[src/rtl/axil_regbank_pkg.sv]
// axil_regbank_pkg: shared response codes, FSM states and byte-merge helper
package axil_regbank_pkg;

    localparam logic [1:0] RESP_OKAY = 2'b00;
    localparam logic [1:0] RESP_SLVERR = 2'b10;
    localparam logic [31:0] BAD_DATA = 32'hDEADBEEF;

    typedef enum logic [1:0] {W_IDLE, W_COMMIT, W_RESP} w_state_t;
    typedef enum logic {R_IDLE, R_RESP} r_state_t;

    function automatic logic [31:0] strb_merge(input logic [31:0] old_v, input logic [31:0] new_v, input logic [3:0] strb);
        logic [31:0] r;
        r = old_v;
        for (int b = 0; b < 4; b++)
            if (strb[b]) r[b*8 +: 8] = new_v[b*8 +: 8];
        return r;
    endfunction

endpackage

[src/rtl/axil_regbank_decode.sv]
// axil_regbank_decode: maps an AXI address to a register index and an in-range/aligned flag
module axil_regbank_decode
    import axil_regbank_pkg::*;
#(
    parameter int AW = 12,
    parameter logic [31:0] BASE = 32'h0,
    parameter int N = 16
) (
    input  logic [AW-1:0] addr,
    output logic [5:0]    idx,
    output logic          ok
);

    logic [AW-1:0] offset;

    assign offset = addr ^ BASE[AW-1:0];
    assign idx = offset[7:2];
    assign ok = (32'(offset) < 32'(4 * N)) && (offset[1:0] == 2'b00);

endmodule

[src/rtl/axil_regbank.sv]
// axil_regbank: AXI4-Lite register bank with RW, RO, clear-on-read and atomic 64-bit pair registers
module axil_regbank
    import axil_regbank_pkg::*;
#(
    parameter int C_S_AXI_DATA_WIDTH = 32,
    parameter int C_S_AXI_ADDR_WIDTH = 12,
    parameter logic [31:0] C_BASE_ADDRESS = 32'h0,
    parameter int C_NUM_REGS = 16,
    parameter logic [63:0] C_RW_MASK = 64'h0,
    parameter logic [63:0] C_COR_MASK = 64'h0,
    parameter logic [31:0] C_PAIR_MASK = 32'h0,
    parameter logic [C_NUM_REGS*32-1:0] C_RW_DEFAULT = '0
) (
    input  logic                            S_AXI_ACLK,
    input  logic                            S_AXI_ARESETN,
    input  logic [C_S_AXI_ADDR_WIDTH-1:0]   S_AXI_AWADDR,
    input  logic                            S_AXI_AWVALID,
    output logic                            S_AXI_AWREADY,
    input  logic [C_S_AXI_DATA_WIDTH-1:0]   S_AXI_WDATA,
    input  logic [C_S_AXI_DATA_WIDTH/8-1:0] S_AXI_WSTRB,
    input  logic                            S_AXI_WVALID,
    output logic                            S_AXI_WREADY,
    output logic [1:0]                      S_AXI_BRESP,
    output logic                            S_AXI_BVALID,
    input  logic                            S_AXI_BREADY,
    input  logic [C_S_AXI_ADDR_WIDTH-1:0]   S_AXI_ARADDR,
    input  logic                            S_AXI_ARVALID,
    output logic                            S_AXI_ARREADY,
    output logic [C_S_AXI_DATA_WIDTH-1:0]   S_AXI_RDATA,
    output logic [1:0]                      S_AXI_RRESP,
    output logic                            S_AXI_RVALID,
    input  logic                            S_AXI_RREADY,
    output logic [C_NUM_REGS*32-1:0]        cpu2ip_regs,
    input  logic [C_NUM_REGS*32-1:0]        ip2cpu_regs,
    output logic [C_NUM_REGS-1:0]           ip_wr_pulse,
    output logic [C_NUM_REGS-1:0]           ip_rd_pulse
);

    localparam int NP = (C_NUM_REGS + 1) / 2;
    localparam logic [63:0] N_MASK = (C_NUM_REGS >= 64) ? {64{1'b1}} : ((64'd1 << C_NUM_REGS) - 64'd1);
    localparam logic [63:0] RW_M = C_RW_MASK & N_MASK;
    localparam logic [63:0] COR_M = C_COR_MASK & ~C_RW_MASK & N_MASK;

    // a pair is only honoured when both halves exist and neither is RW
    function automatic logic [31:0] pair_mask();
        logic [31:0] m;
        m = '0;
        for (int k = 0; k < 32; k++)
            m[k] = C_PAIR_MASK[k] && (2 * k + 1 < C_NUM_REGS) && !RW_M[2*k] && !RW_M[2*k+1];
        return m;
    endfunction

    localparam logic [31:0] PAIR_M = pair_mask();

    w_state_t w_state;
    r_state_t r_state;
    logic aw_held, w_held, aw_nxt, w_nxt, wok_a, wok, rok;
    logic [C_S_AXI_ADDR_WIDTH-1:0] aw_addr_q;
    logic [31:0] wdata_q, rd_data;
    logic [3:0] wstrb_q;
    logic [5:0] widx, ridx;
    logic [NP*32-1:0] shadow;
    logic [C_NUM_REGS*32+31:0] ip_ext;

    axil_regbank_decode #(.AW(C_S_AXI_ADDR_WIDTH), .BASE(C_BASE_ADDRESS), .N(C_NUM_REGS)) u_wdec (
        .addr(aw_addr_q), .idx(widx), .ok(wok_a)
    );

    axil_regbank_decode #(.AW(C_S_AXI_ADDR_WIDTH), .BASE(C_BASE_ADDRESS), .N(C_NUM_REGS)) u_rdec (
        .addr(S_AXI_ARADDR), .idx(ridx), .ok(rok)
    );

    assign wok = wok_a && RW_M[widx];
    assign aw_nxt = aw_held || (S_AXI_AWVALID && S_AXI_AWREADY);
    assign w_nxt = w_held || (S_AXI_WVALID && S_AXI_WREADY);
    assign ip_ext = {32'h0, ip2cpu_regs};

    // read data selection for the address currently on the AR channel
    always_comb begin
        rd_data = BAD_DATA;
        for (int i = 0; i < C_NUM_REGS; i++)
            if (rok && ridx == 6'(i))
                rd_data = RW_M[i] ? cpu2ip_regs[i*32 +: 32] :
                          (PAIR_M[i/2] && (i % 2 == 1)) ? shadow[(i/2)*32 +: 32] : ip2cpu_regs[i*32 +: 32];
    end

    // write channel: independent AW/W capture, one-cycle commit, response hold
    always_ff @(posedge S_AXI_ACLK or negedge S_AXI_ARESETN) begin
        if (!S_AXI_ARESETN) begin
            w_state <= W_IDLE;
            aw_held <= 1'b0;
            w_held <= 1'b0;
            aw_addr_q <= '0;
            wdata_q <= '0;
            wstrb_q <= '0;
            S_AXI_AWREADY <= 1'b0;
            S_AXI_WREADY <= 1'b0;
            S_AXI_BVALID <= 1'b0;
            S_AXI_BRESP <= RESP_OKAY;
            ip_wr_pulse <= '0;
            cpu2ip_regs <= C_RW_DEFAULT;
        end else begin
            ip_wr_pulse <= '0;
            if (w_state == W_IDLE) begin
                if (S_AXI_AWVALID && S_AXI_AWREADY) aw_addr_q <= S_AXI_AWADDR;
                if (S_AXI_WVALID && S_AXI_WREADY) begin
                    wdata_q <= S_AXI_WDATA;
                    wstrb_q <= S_AXI_WSTRB;
                end
                aw_held <= aw_nxt;
                w_held <= w_nxt;
                S_AXI_AWREADY <= !aw_nxt;
                S_AXI_WREADY <= !w_nxt;
                w_state <= (aw_nxt && w_nxt) ? W_COMMIT : W_IDLE;
            end else if (w_state == W_COMMIT) begin
                for (int i = 0; i < C_NUM_REGS; i++)
                    if (wok && widx == 6'(i)) begin
                        cpu2ip_regs[i*32 +: 32] <= strb_merge(cpu2ip_regs[i*32 +: 32], wdata_q, wstrb_q);
                        ip_wr_pulse[i] <= 1'b1;
                    end
                S_AXI_BVALID <= 1'b1;
                S_AXI_BRESP <= wok ? RESP_OKAY : RESP_SLVERR;
                w_state <= W_RESP;
            end else if (S_AXI_BREADY) begin
                S_AXI_BVALID <= 1'b0;
                aw_held <= 1'b0;
                w_held <= 1'b0;
                S_AXI_AWREADY <= 1'b1;
                S_AXI_WREADY <= 1'b1;
                w_state <= W_IDLE;
            end
        end
    end

    // read channel: sample at handshake, hold response until RREADY, COR strobe and pair snapshot
    always_ff @(posedge S_AXI_ACLK or negedge S_AXI_ARESETN) begin
        if (!S_AXI_ARESETN) begin
            r_state <= R_IDLE;
            S_AXI_ARREADY <= 1'b0;
            S_AXI_RVALID <= 1'b0;
            S_AXI_RDATA <= '0;
            S_AXI_RRESP <= RESP_OKAY;
            ip_rd_pulse <= '0;
            shadow <= '0;
        end else begin
            ip_rd_pulse <= '0;
            if (r_state == R_IDLE) begin
                if (S_AXI_ARVALID && S_AXI_ARREADY) begin
                    r_state <= R_RESP;
                    S_AXI_ARREADY <= 1'b0;
                    S_AXI_RVALID <= 1'b1;
                    S_AXI_RDATA <= rd_data;
                    S_AXI_RRESP <= rok ? RESP_OKAY : RESP_SLVERR;
                    for (int i = 0; i < C_NUM_REGS; i++)
                        if (rok && ridx == 6'(i) && COR_M[i]) ip_rd_pulse[i] <= 1'b1;
                    for (int k = 0; k < NP; k++)
                        if (rok && ridx == 6'(2 * k) && PAIR_M[k]) shadow[k*32 +: 32] <= ip_ext[(2*k+1)*32 +: 32];
                end else begin
                    S_AXI_ARREADY <= 1'b1;
                end
            end else if (S_AXI_RREADY) begin
                r_state <= R_IDLE;
                S_AXI_RVALID <= 1'b0;
                S_AXI_ARREADY <= 1'b1;
            end
        end
    end

endmodule

[config.mk]
export PLATFORM = sky130hd
export DESIGN_NAME = axil_regbank
export DESIGN_NICKNAME = d
export VERILOG_FILES = /design/src/rtl/axil_regbank_pkg.sv /design/src/rtl/axil_regbank_decode.sv /design/src/rtl/axil_regbank.sv
export SDC_FILE = /design/constraint.sdc
export NUM_CORES = 1
export LEC_CHECK = 0
export ABC_AREA = 1
export CORE_AREA = 2 2 447 449
export CTS_BUF_LIST = sky130_fd_sc_hd__clkbuf_16
export DETAILED_ROUTE_END_ITERATION = 8
export DIE_AREA = 0 0 449 451
export PLACE_DENSITY = 0.3
export SLEW_MARGIN = 10
export SYNTH_ARGS = -nofsm -noshare
export SYNTH_HDL_FRONTEND = slang
export SYNTH_SLANG_ARGS = --single-unit
[constraint.sdc]
create_clock -name S_AXI_ACLK -period 1.9 [get_ports S_AXI_ACLK]
set_input_delay 0.285 -clock S_AXI_ACLK [delete_from_list [all_inputs] [get_ports S_AXI_ACLK]]
set_output_delay 0.285 -clock S_AXI_ACLK [all_outputs]
set_load 0.05 [all_outputs]
==> flow_metrics.env <==
export IMPL_grt_use_met3_pct=2.15
export IMPL_synth_sequential_area_ratio_pct=10.3
export IMPL_min_period_ns=2.68
export IMPL_crit_top_cell="buf_12"
export IMPL_drtPass1Iterations=5
export IMPL_die_w_um=449
export IMPL_clkPwrFrac_pct=12.7
export IMPL_insertion_delay_ns=0.35
export IMPL_cp_buffers_inverters=8
export IMPL_syn_area_sq_mm=0.0107
export IMPL_die_height_um=451
export IMPL_crit_type="in2reg"
export IMPL_worst_pin_slew_ns=0.565
export IMPL_nets=3101
export IMPL_area_growth_synth_to_final_pct=105
export IMPL_synth_distinct_cells=36
export IMPL_ys_ff_latch=44
export IMPL_setup_viol=32
export IMPL_fin_crit_sh_pct=141
export IMPL_hp_class="in2async"
export IMPL_start_util_pct=5.40
export IMPL_num_vias=13117
export IMPL_busiest_layer="met2"
export IMPL_drv_slew=0
export IMPL_clock_path_buffers=2
export IMPL_synth_edff_count=0
export IMPL_worstSetupEndpointType="register"
export IMPL_slowest_stage="nand4_1"
export IMPL_p_comb_share_pct=71.0
export IMPL_grt_pass1_vias=12526
export IMPL_crit_family="simple AND/OR/NAND/NOR gates"
export IMPL_critPathArrivalTime_ns=2.94
export IMPL_via_per_inst=2.53
export IMPL_crit_chain="buf_6 > nor2_4 > buf_12 > nand2_8 > nor2_8 > buf_12 > buf_12 > buf_12 > buf_8 > buf_16 > nand3b_1 > o211ai_1 > nor2_1 > nand4_1 > nand2_1 > nand3_2 > buf_12 > nand2_8 > nand3_4 > nor2_4 > nand3_2 > nand2_1"
export IMPL_clkTransAtPathRegs_ns=0.09
export IMPL_p_int_uw=3790
export IMPL_drv_cap=0
export IMPL_route_detailed_drc=0
export IMPL_post_synth_cell_area_avg_sq_um=6.19
export IMPL_failed_checks="negative setup slack"
export IMPL_rsz0062_at_grt="true"
export IMPL_cts_root_buf="clkbuf_16"
export IMPL_ant_nets=0
export IMPL_worstPathMaxFanout=6
export IMPL_dpl_hpwl_mm=104
export IMPL_final_util_pct=11.1
export IMPL_cts_tree="done"
export IMPL_yosysMostFrequentCell="buf_4"
export IMPL_num_io_pins=1164
export IMPL_startpoint_type="input pin"
export IMPL_antenna_found_initial=79
export IMPL_cts_made_buffers=5
export IMPL_wl_per_cell_um=22.4
export IMPL_setup_slack_ns=-0.778
export IMPL_drtIter0Drc=671
export IMPL_num_rows=164
export IMPL_yosysWarningCount=0
export IMPL_grt_pass1_wl_mm=141
export IMPL_synth_area_leaders="buf_4 39%, dfrtp_1 10%, nand2_1 9.0%"
export IMPL_grtUsageMet2_pct=20.2
export IMPL_outcome="complete, but fails checks"
export IMPL_setup_tns_ns=-18.80
export IMPL_fillCellCount=23188
export IMPL_p_sw_share_pct=60.4
export IMPL_leakagePower_uw=0.00920
export IMPL_h_tree_depth=2
export IMPL_port_buffers=569
export IMPL_peakVddDrop_v=0.000368
export IMPL_design_core_area_sq_mm=0.198
export IMPL_synth_area_leader_cell="buf_4"
export IMPL_syn_inst=1730
export IMPL_slowest_delay_ns=0.29
export IMPL_drive_gt1_share_pct=25.6
export IMPL_grt_overflow_total=0
export IMPL_fmax_mhz=373
export IMPL_grt_max_degree=29
export IMPL_routed_wl_mm=116
export IMPL_hold_violations=0
export IMPL_gp_congestion=0.852
export IMPL_seq_power_share_pct=16.3
export IMPL_ys_flop_type="dfrtp_1"
export IMPL_synth_commonest_cells="553 x buf_4, 257 x nand2_1, 242 x nor2_1, 117 x nand3_1, 98 x inv_1"
export IMPL_grt_util_met1_pct=12.4
export IMPL_clkSinkCount=44
export IMPL_synthArstFlopShare_pct=100
export IMPL_skew_ns=0.0215
export IMPL_synthDominantCellAreaShare_pct=38.8
export IMPL_p_sw_uw=5790
export IMPL_worstPathRequired_ns=2.16
export IMPL_grt_use_total_pct=10.8
export IMPL_relSlewSlack_pct=62.2
export IMPL_die_area_sq_mm=0.202
export IMPL_pwr_density_cell_mw_per_mm2=436
-- power groups by stage --
| stage | logic (uW) | registers, uW | clock network (uW) |
|---|---|---|---|
| after floorplan | 3990 | 2610 | 0 |
| after global placement | 6790 | 1570 | 0 |
| after detailed placement | 6780 | 1570 | 0 |
| after CTS | 6880 | 1560 | 1330 |
| after global routing | 7150 | 1610 | 1320 |
| final | 6800 | 1560 | 1210 |
-- metal layers --
| layer | routed length (um) | share of wire (%) |
|---|---|---|
| met5 | 262 | 0.23 |
| met4 | 2680 | 2.3 |
| met3 | 6960 | 6.0 |
| met2 | 61700 | 53 |
| met1 | 44400 | 38 |
-- kinds of logic after synthesis --
group | synth area share (%)
AOI/OAI and AO/OA | 3.62
buffers and inverters | 45.2
DFF | 10.3
other | 0.0350
and+or+nand+nor | 40.8
-- cells in the final DEF, fill, tap and decap left out, types with 44 or more instances in the layout --
cell type | Yosys | final
nor2_1 | 242 | 177
nand3_1 | 117 | 66
inv_1 | 98 | 93
nand2_1 | 257 | 203
nand3b_1 | 53 | 53
conb_1 | 1 | 546
clkdlybuf4s50_1 | 0 | 520
or2_2 | 82 | 72
buf_4 | 553 | 181
nand4_1 | 65 | 65
buf_12 | 0 | 60
buf_6 | 7 | 57
dfrtp_1 | 44 | 44
-- worst reg2reg max path: stages (launching register included) --
cell and delay [ns]:
dfrtp_1 0.39, inv_1 0.12, nand3_4 0.21, buf_12 0.27
nor2_1 0.12, nand4_1 0.26, nand2_1 0.13
-- area by class of cell --
cell class	instances	area, sq um	area share [%]
Timing Repair Buffer	845	8760	39.9
Multi-Input combinational cell	1514	8150	37.1
Tap cell	2656	3320	15.1
Sequential cell	44	1100	5.01
Inverter	112	438	1.99
Clock buffer	5	125	0.569
Clock inverter	3	47.5	0.216
Antenna cell	9	22.5	0.102
-- registers in the layout, summed over array words and instances, names as in the netlist --
register and flops:
S_AXI_RDATA 32, S_AXI_ARREADY 1, S_AXI_WREADY 1, S_AXI_BRESP 1
w_held 1, S_AXI_BVALID 1, S_AXI_RRESP 1, w_state 2
aw_held 1, S_AXI_AWREADY 1, S_AXI_RVALID 1, r_state 1
-- stage by stage --
| stage | setup WS (ns) | hold WS, ns | cell area (sq um) | power, uW | cells |
|---|---|---|---|---|---|
| detailed placement | -2.54 | 0.193 | 19500 | 8350 | 5108 |
| finish | -0.778 | 0.359 | 22000 | 9580 | 5188 |
| global placement | -2.55 | 0.185 | 19500 | 8360 | 5108 |
| global route | -0.841 | 0.357 | 22000 | 10100 | 5186 |
| CTS | -0.808 | 0.336 | 21500 | 9770 | 5159 |
| floorplan | 0.103 | -0.0106 | 12800 | 6610 | 2275 |
-- timing repair --
| item | in CTS | in global routing |
|---|---|---|
| hold buffers | 1 | 0 |
| setup endpoints to repair | 33 | 32 |
| hold endpoints to repair | 7 | 0 |
| pin swaps | 164 | 166 |
| cloned | 6 | 1 |
| buffers inserted | 49 | 24 |
| gates resized for setup | 384 | 87 |
-- final timing paths --
| path | slack, ns | depth (start not counted) | startpoint | endpoint |
|---|---|---|---|---|
| worst max-delay path | -0.78 | 22 | S_AXI_ARADDR[7] | S_AXI_RDATA[15]$_DFFE_PN0P_ |
| worst min-delay path | 0.36 | 2 | S_AXI_ARESETN | S_AXI_RDATA[7]$_DFFE_PN0P_ |
| worst max register to register | 0.35 | 6 | r_state$_DFF_PN0_ | S_AXI_RDATA[26]$_DFFE_PN0P_ |
| worst min register to register | 0.45 | 1 | r_state$_DFF_PN0_ | S_AXI_RVALID$_DFFE_PN0P_ |
| max in group asynchronous | 0.99 | 3 | S_AXI_ARESETN | S_AXI_RDATA[20]$_DFFE_PN0P_ |
| min in group S_AXI_ACLK | 0.45 | 1 | r_state$_DFF_PN0_ | S_AXI_RVALID$_DFFE_PN0P_ |
Power figures use the tool's default switching activity.
